[config.mk]
export PLATFORM = sky130hd
export DESIGN_NAME = ps2_keyboard_mmio
export DESIGN_NICKNAME = d
export VERILOG_FILES = /design/src/rtl/ps2_mmio_pkg.sv /design/src/rtl/ps2_sync_fifo.sv /design/src/rtl/ps2_keyboard_mmio.sv
export SDC_FILE = /design/constraint.sdc
export NUM_CORES = 1
export LEC_CHECK = 0
export CELL_PAD_IN_SITES_DETAIL_PLACEMENT = 0
export CELL_PAD_IN_SITES_GLOBAL_PLACEMENT = 2
export CORE_UTILIZATION = 35
export DETAILED_ROUTE_END_ITERATION = 10
export HOLD_SLACK_MARGIN = 0.02
export PLACE_DENSITY = 0.91
export SETUP_SLACK_MARGIN = 0.3
export SLEW_MARGIN = 20
export SYNTH_ARGS = -nofsm -noshare
export SYNTH_HDL_FRONTEND = slang
export SYNTH_SLANG_ARGS = --single-unit
[constraint.sdc]
create_clock -name clk -period 3.7 [get_ports clk]
set_input_delay 0.925 -clock clk [delete_from_list [all_inputs] [get_ports clk]]
set_output_delay 0.925 -clock clk [all_outputs]
set_load 0.02 [all_outputs]
[src/rtl/ps2_mmio_pkg.sv]
`default_nettype none
// ============================================================================
// Module  : ps2_mmio_pkg
// Purpose : Register map, STATUS bit positions and rx FSM states for the
//           memory-mapped PS/2 keyboard receiver.
// Rev     : 1.0
// ============================================================================
package ps2_mmio_pkg;

  localparam logic [1:0] REG_DATA   = 2'd0;
  localparam logic [1:0] REG_STATUS = 2'd1;
  localparam logic [1:0] REG_CTRL   = 2'd2;

  localparam int ST_NOT_EMPTY = 0;
  localparam int ST_FULL      = 1;
  localparam int ST_OVF       = 2;
  localparam int ST_PERR      = 3;
  localparam int ST_COUNT_LSB = 8;

  localparam int CTRL_RX_EN  = 0;
  localparam int CTRL_IRQ_EN = 1;

  typedef enum logic [1:0] {
    RX_IDLE   = 2'd0,
    RX_DATA   = 2'd1,
    RX_PARITY = 2'd2,
    RX_STOP   = 2'd3
  } rx_state_e;

  // Odd parity over data+parity, and the stop bit must be high.
  function automatic logic frame_ok(input logic [7:0] data, input logic par,
                                    input logic stop);
    return stop & (^{data, par});
  endfunction

endpackage
`default_nettype wire

[src/rtl/ps2_sync_fifo.sv]
`default_nettype none
// ============================================================================
// Module  : ps2_sync_fifo
// Purpose : Single-clock FIFO; a pop frees a slot for a same-cycle push.
// Rev     : 1.0
// ============================================================================
module ps2_sync_fifo #(
  parameter int DEPTH = 8,
  parameter int WIDTH = 8,
  localparam int AW   = $clog2(DEPTH)
) (
  input  logic             clk,
  input  logic             reset,
  input  logic             push_i,
  input  logic [WIDTH-1:0] din_i,
  input  logic             pop_i,
  output logic [WIDTH-1:0] dout_o,
  output logic             full_o,
  output logic             empty_o,
  output logic [AW:0]      count_o
);

  logic [WIDTH-1:0] mem_q [DEPTH];
  logic [AW-1:0]    wr_ptr_q, rd_ptr_q;
  logic [AW:0]      count_q, count_d;
  logic             do_push, do_pop;

  assign empty_o = (count_q == '0);
  assign full_o  = (count_q == (AW+1)'(DEPTH));
  assign do_pop  = pop_i & ~empty_o;
  assign do_push = push_i & (~full_o | do_pop);

  always_comb begin
    count_d = count_q;
    case ({do_push, do_pop})
      2'b10:   count_d = count_q + 1'b1;
      2'b01:   count_d = count_q - 1'b1;
      default: count_d = count_q;
    endcase
  end

  always_ff @(posedge clk or negedge reset) begin
    if (!reset) begin
      wr_ptr_q <= '0;
      rd_ptr_q <= '0;
      count_q  <= '0;
    end else begin
      if (do_push) wr_ptr_q <= wr_ptr_q + 1'b1;
      if (do_pop)  rd_ptr_q <= rd_ptr_q + 1'b1;
      count_q <= count_d;
    end
  end

  always_ff @(posedge clk) begin
    if (do_push) mem_q[wr_ptr_q] <= din_i;
  end

  assign dout_o  = mem_q[rd_ptr_q];
  assign count_o = count_q;

endmodule
`default_nettype wire

[src/rtl/ps2_keyboard_mmio.sv]
`default_nettype none
// ============================================================================
// Module  : ps2_keyboard_mmio
// Purpose : PS/2 keyboard receiver with scan-code FIFO and DATA/STATUS/CTRL
//           bus registers plus a level interrupt.
// Rev     : 1.0
// ============================================================================
module ps2_keyboard_mmio
  import ps2_mmio_pkg::*;
#(
  parameter int ADDR_W      = 32,
  parameter int DATA_W      = 32,
  parameter int FIFO_DEPTH  = 8,
  parameter int SYNC_STAGES = 2,
  parameter int TIMEOUT_CYC = 2500
) (
  input  logic              clk,
  input  logic              reset,
  input  logic              ps2_clk,
  input  logic              ps2_data,
  input  logic [ADDR_W-1:0] DataAdr,
  input  logic [DATA_W-1:0] WriteData,
  input  logic              enable,
  input  logic              MemWrite,
  output logic [DATA_W-1:0] ReadData,
  output logic              irq,
  output logic [7:0]        code
);

  localparam int CW = $clog2(FIFO_DEPTH) + 1;
  localparam int TW = $clog2(TIMEOUT_CYC + 1);

  logic [SYNC_STAGES-1:0] clk_sync_q, dat_sync_q;
  logic                   clk_prev_q;
  rx_state_e              state_q;
  logic [2:0]             bit_cnt_q;
  logic [7:0]             shift_q, code_q;
  logic                   parity_q, ovf_q, ovf_d, perr_q, perr_d, irq_q;
  logic [TW-1:0]          tmo_q;
  logic [1:0]             ctrl_q;

  logic          w_fall, w_data, w_tmo_hit, w_push, w_perr_set, w_ovf_set;
  logic          w_rd, w_wr, w_pop, w_full, w_empty;
  logic [1:0]    w_off;
  logic [7:0]    w_dout;
  logic [CW-1:0] w_count;
  logic [15:0]   w_status;
  logic          w_unused_bits;

  assign w_fall = clk_prev_q & ~clk_sync_q[SYNC_STAGES-1];
  assign w_data = dat_sync_q[SYNC_STAGES-1];

  always_ff @(posedge clk or negedge reset) begin
    if (!reset) begin
      clk_sync_q <= '1;
      dat_sync_q <= '1;
      clk_prev_q <= 1'b1;
    end else begin
      clk_sync_q <= {clk_sync_q[SYNC_STAGES-2:0], ps2_clk};
      dat_sync_q <= {dat_sync_q[SYNC_STAGES-2:0], ps2_data};
      clk_prev_q <= clk_sync_q[SYNC_STAGES-1];
    end
  end

  // Timeout counts idle clk cycles between falling edges of a partial frame.
  assign w_tmo_hit  = (state_q != RX_IDLE) && !w_fall && (tmo_q == TW'(TIMEOUT_CYC - 1));
  assign w_push     = w_fall && (state_q == RX_STOP) && frame_ok(shift_q, parity_q, w_data);
  assign w_perr_set = w_tmo_hit ||
                      (w_fall && (state_q == RX_STOP) && !frame_ok(shift_q, parity_q, w_data));

  always_ff @(posedge clk or negedge reset) begin
    if (!reset) begin
      state_q   <= RX_IDLE;
      bit_cnt_q <= '0;
      shift_q   <= '0;
      parity_q  <= 1'b0;
      tmo_q     <= '0;
      code_q    <= '0;
    end else begin
      if (w_push) code_q <= shift_q;
      if (state_q == RX_IDLE || w_fall) tmo_q <= '0;
      else                              tmo_q <= tmo_q + 1'b1;
      if (w_tmo_hit) begin
        state_q <= RX_IDLE;
      end else if (w_fall) begin
        case (state_q)
          RX_IDLE: begin
            if (!w_data && ctrl_q[CTRL_RX_EN]) begin
              state_q   <= RX_DATA;
              bit_cnt_q <= '0;
            end
          end
          RX_DATA: begin
            shift_q   <= {w_data, shift_q[7:1]};
            bit_cnt_q <= bit_cnt_q + 1'b1;
            if (bit_cnt_q == 3'd7) state_q <= RX_PARITY;
          end
          RX_PARITY: begin
            parity_q <= w_data;
            state_q  <= RX_STOP;
          end
          default: state_q <= RX_IDLE;
        endcase
      end
    end
  end

  assign w_off = DataAdr[3:2];
  assign w_rd  = enable & ~MemWrite;
  assign w_wr  = enable & MemWrite;
  assign w_pop = w_rd && (w_off == REG_DATA);

  ps2_sync_fifo #(
    .DEPTH (FIFO_DEPTH),
    .WIDTH (8)
  ) u_fifo (
    .clk     (clk),
    .reset   (reset),
    .push_i  (w_push),
    .din_i   (shift_q),
    .pop_i   (w_pop),
    .dout_o  (w_dout),
    .full_o  (w_full),
    .empty_o (w_empty),
    .count_o (w_count)
  );

  // A push into a full FIFO is only lost when no pop frees a slot that cycle.
  assign w_ovf_set = w_push && w_full && !(w_pop && !w_empty);

  always_comb begin
    ovf_d  = w_ovf_set  | (ovf_q  & ~(w_wr && (w_off == REG_STATUS) && WriteData[ST_OVF]));
    perr_d = w_perr_set | (perr_q & ~(w_wr && (w_off == REG_STATUS) && WriteData[ST_PERR]));
  end

  always_ff @(posedge clk or negedge reset) begin
    if (!reset) begin
      ovf_q  <= 1'b0;
      perr_q <= 1'b0;
      ctrl_q <= 2'b01;
      irq_q  <= 1'b0;
    end else begin
      ovf_q  <= ovf_d;
      perr_q <= perr_d;
      if (w_wr && (w_off == REG_CTRL)) ctrl_q <= WriteData[1:0];
      irq_q  <= ctrl_q[CTRL_IRQ_EN] & (~w_empty | ovf_q | perr_q);
    end
  end

  always_comb begin
    w_status                             = '0;
    w_status[ST_NOT_EMPTY]               = ~w_empty;
    w_status[ST_FULL]                    = w_full;
    w_status[ST_OVF]                     = ovf_q;
    w_status[ST_PERR]                    = perr_q;
    w_status[ST_COUNT_LSB +: 8]          = 8'(w_count);
    ReadData = '0;
    if (w_rd) begin
      case (w_off)
        REG_DATA:   ReadData = w_empty ? '0 : DATA_W'(w_dout);
        REG_STATUS: ReadData = DATA_W'(w_status);
        REG_CTRL:   ReadData = DATA_W'(ctrl_q);
        default:    ReadData = '0;
      endcase
    end
  end

  assign w_unused_bits = ^{DataAdr[ADDR_W-1:4], DataAdr[1:0], WriteData[DATA_W-1:4]};

  assign irq  = irq_q;
  assign code = code_q;

endmodule
`default_nettype wire

==> results.py <==
metrics = {
    "status": {
        "status": "finished clean",
    },
    "critical_path": {
        "critPathKind": "input pin to output port",
        "crit_chain": "clkdlybuf4s50_1 -> nand2b_4 -> or4_4 -> buf_6 -> nor2_1 -> buf_2",
        "max_stage_delay_ns": 0.46,
        "cp_max_fo": 5,
        "cp.arrival_ns": 2.40,
        "crit_path_end_kind": "output port",
        "reg2reg_slack_ns": 0.85,
        "slowest_stage": "or4_4",
        "critPathRequiredTime_ns": 2.77,
        "start_kind": "input pin",
    },
    "synth": {
        "synth_compound_area_share_pct": 3.39,
        "avgSynthCellArea_um2": 14.3,
        "synth_top_family_by_area": "multiplexers",
        "yosys.area_share.simple_pct": 10.1,
        "synth_cells": 365,
        "ys_seq_area_share_pct": 62.7,
        "synth.distinct_cells": 47,
        "yosys.area_share.xor_xnor_pct": 4.25,
        "synthMuxAreaShare_pct": 12.5,
        "syn_area_um2": 5240,
        "synth_fa_ha_area_share_pct": 2.63,
        "ys_warn_count": 0,
        "ys_seq_elements": 118,
        "synth_ff_type": "edfxtp_1",
        "async_flop_share_pct": 45.8,
        "synth_edf_count": 64,
    },
    "timing": {
        "slew_violations": 0,
        "hold_violations": 0,
        "fmax_mhz": 300,
        "worstMarginPinSlew_ns": 0.612,
        "slew_headroom_pct": 59.2,
        "skew_ns": 0.00788,
        "rsz0062_at_grt": "false",
        "min_period_ns": 3.33,
        "finalCritPeriodShare_pct": 90.0,
        "setup_viol": 0,
    },
    "clock_tree": {
        "cts_sinks": 118,
        "cts_tree": "done",
        "root_buffer": "clkbuf_16",
        "clk_pin_slew_ns": 0.05,
        "h-tree-depth": 4,
        "numCtsBuffers": 17,
        "ctsHoldBuffers": 0,
        "insertion_delay_ns": 0.41,
        "cts_max_path_buffers": 2,
    },
    "drt": {
        "drc": 0,
        "dr.pass1.iters": 4,
        "drt-total-wl_um": 10600,
        "vias_per_cell": 4.93,
        "wl_per_cell_um": 16.7,
        "vias": 3109,
        "drtIter0Drc": 234,
        "antenna_left": 0,
    },
    "floorplan": {
        "fp.dieArea_um2": 15500,
        "die_h_um": 124,
        "core_um2": 14600,
        "initial_core_util_pct": 35.9,
        "die_x_um": 124,
        "num_rows": 44,
        "pin_count": 111,
    },
    "final_layout": {
        "fin_nets": 515,
        "area_growth_pct": 23.1,
        "drive_gt1_share_pct": 27.5,
        "n_antenna_cell": 0,
        "final_area_um2": 6440,
        "post-route-util_pct": 44.2,
    },
    "placed_design": {
        "io_buffers": 32,
        "gp_congestion": 0.800,
        "place_area_um2": 5870,
        "hpwl_um": 6880,
    },
    "power_and_ir_drop": {
        "p_leak_uw": 0.00256,
        "vdd_drop_max_mv": 0.306,
        "power.density_nw_per_um2": 686,
    },
    "hold_path": {
        "holdCritPathClass": "flop to flop",
    },
    "global_route": {
        "grt_pass1_vias": 3221,
        "grt-ovfl-total": 0,
        "grt.total_usage_pct": 14.5,
        "grt_max_degree": 32,
        "antenna_found_initial": 0,
        "grt_pass1_wl_um": 17100,
    },
    "job": {
        "cap_viol_max_count": 0,
    },
}
[kinds of logic (layout without fill, tap and decap cells)]
| group | Yosys count | in the layout |
|---|---|---|
| buffers and inverters | 38 | 101 |
| other | 1 | 20 |
| AOI/OAI and AO/OA | 25 | 25 |
| adders and majority gates | 11 | 11 |
| xor gates and xnor gates | 22 | 22 |
| and+or+nand+nor | 108 | 108 |
| DFF | 118 | 118 |
| muxes | 42 | 42 |
[placed cells by master, fill, tap and decap left out, drive strengths merged, types with 4 or more instances in the layout]
cell / Yosys / final
edfxtp: 64 / 64
dfrtp: 48 / 48
buf: 24 / 41
nor2: 27 / 27
nand2: 25 / 25
conb: 1 / 20
clkdlybuf4s50: 0 / 18
mux2: 18 / 18
clkbuf: 6 / 18
mux4: 16 / 16
nand3: 13 / 13
inv: 8 / 12
xnor2: 11 / 11
ha: 11 / 11
nor3: 9 / 9
xor2: 9 / 9
o21ai: 9 / 9
mux2i: 8 / 8
and2: 7 / 7
dfstp: 6 / 6
nor4: 5 / 5
nor2b: 5 / 5
nand4: 4 / 4
clkinvlp: 0 / 4
nand2b: 4 / 4
clkinv: 0 / 4
[critical path, delay by kind of cell]
kind | cells | cell delay [ns]
buffers and inverters | 3 | 0.76
AND/OR/NAND/NOR | 3 | 0.72
[final timing paths]
check,end,startpoint,depth (start not counted)
worst max-delay path,ReadData[5],MemWrite,6
worst min-delay path,clk_sync_q[1]$_DFF_PN1_,clk_sync_q[0]$_DFF_PN1_,0
worst max register to register,u_fifo.count_o[2]$_DFFE_PN0P_,shift_q[0]$_DFFE_PN0P_,9
worst min register to register,clk_sync_q[1]$_DFF_PN1_,clk_sync_q[0]$_DFF_PN1_,0
max in group asynchronous,clk_sync_q[1]$_DFF_PN1_,reset,2
min in group asynchronous,u_fifo.rd_ptr_q[2]$_DFFE_PN0P_,reset,1
[layout make-up]
cell class / count / area (µm²)
Clock buffer: 18 / 429
Clock inverter: 14 / 149
Fill cell: 1288 / 8150
Inverter: 8 / 30.0
Multi-Input combinational cell: 228 / 1820
Sequential cell: 118 / 3280
Tap cell: 184 / 230
Timing Repair Buffer: 61 / 500
[metrics by stage]
stage	TNS, ns	hold slack (ns)	cells	power, µW	worst slack [ns]
global placement	-1.88	0.347	598	2790	-0.292
floorplan	0	0.345	384	2520	0.375
CTS	0	0.359	630	4450	0.157
finish	0	0.357	631	4420	0.371
global route	0	0.362	631	4640	0.318
detailed placement	-1.82	0.348	598	2830	-0.274
[cell usage after synthesis (2+ instances only)]
library cell  number  share of area [%]
a21boi_0           2               0.29
a21oi_1            3               0.29
a32o_1             3               0.57
and2_1             7               0.84
and3_1             2               0.24
buf_2              2               0.19
buf_4             22                3.2
clkbuf_1           6               0.43
dfrtp_1           48                 23
dfstp_2            6                3.0
edfxtp_1          64                 37
ha_1              11                2.6
inv_1              8               0.57
mux2_2            17                3.7
mux2i_1            7                1.3
mux4_2            16                6.9
nand2_1           25                1.8
nand2b_1           4               0.48
nand3_1           13                1.2
nand4_1            4               0.48
nor2_1            26                1.9
nor2b_1            5               0.60
nor3_1             9               0.86
nor4_1             5               0.60
o21ai_0            9               0.86
or2_2              2               0.24
xnor2_1           11                1.8
xor2_1             9                1.5
[sequential cells by signal (all words and copies together), names as in the netlist, 2 cells and up]
name / cells
code: 8
u_fifo.count_o: 4
ctrl_q: 2
clk_sync_q: 2
bit_cnt_q: 3
u_fifo.rd_ptr_q: 3
state_q: 2
u_fifo.wr_ptr_q: 3
dat_sync_q: 2
tmo_q: 12
u_fifo.mem_q: 64
shift_q: 8
[report_power, final]
part           switching [µW]  total (µW)  leakage, µW  internal, µW
Combinational             479         996      0.00101           517
Sequential                244        1830      0.00127          1590
Clock                     596        1590     0.000274           994
[repair_timing]
action / 4_1_cts / 5_1_grt
gates resized for setup: 49 / 12
pin swaps: 0 / 1
buffers inserted: 0 / 1
setup endpoints to repair: 12 / 12
[per-layer routing]
metal	up-vias	global-route usage (%)	part of all wire, %
met5	-	0	0
met4	0	6.31	2.1
met3	21	3.78	3.5
met2	84	23.9	51
met1	1556	18.0	44
li1	1448	-	-
(Power assumes the default switching activity.)
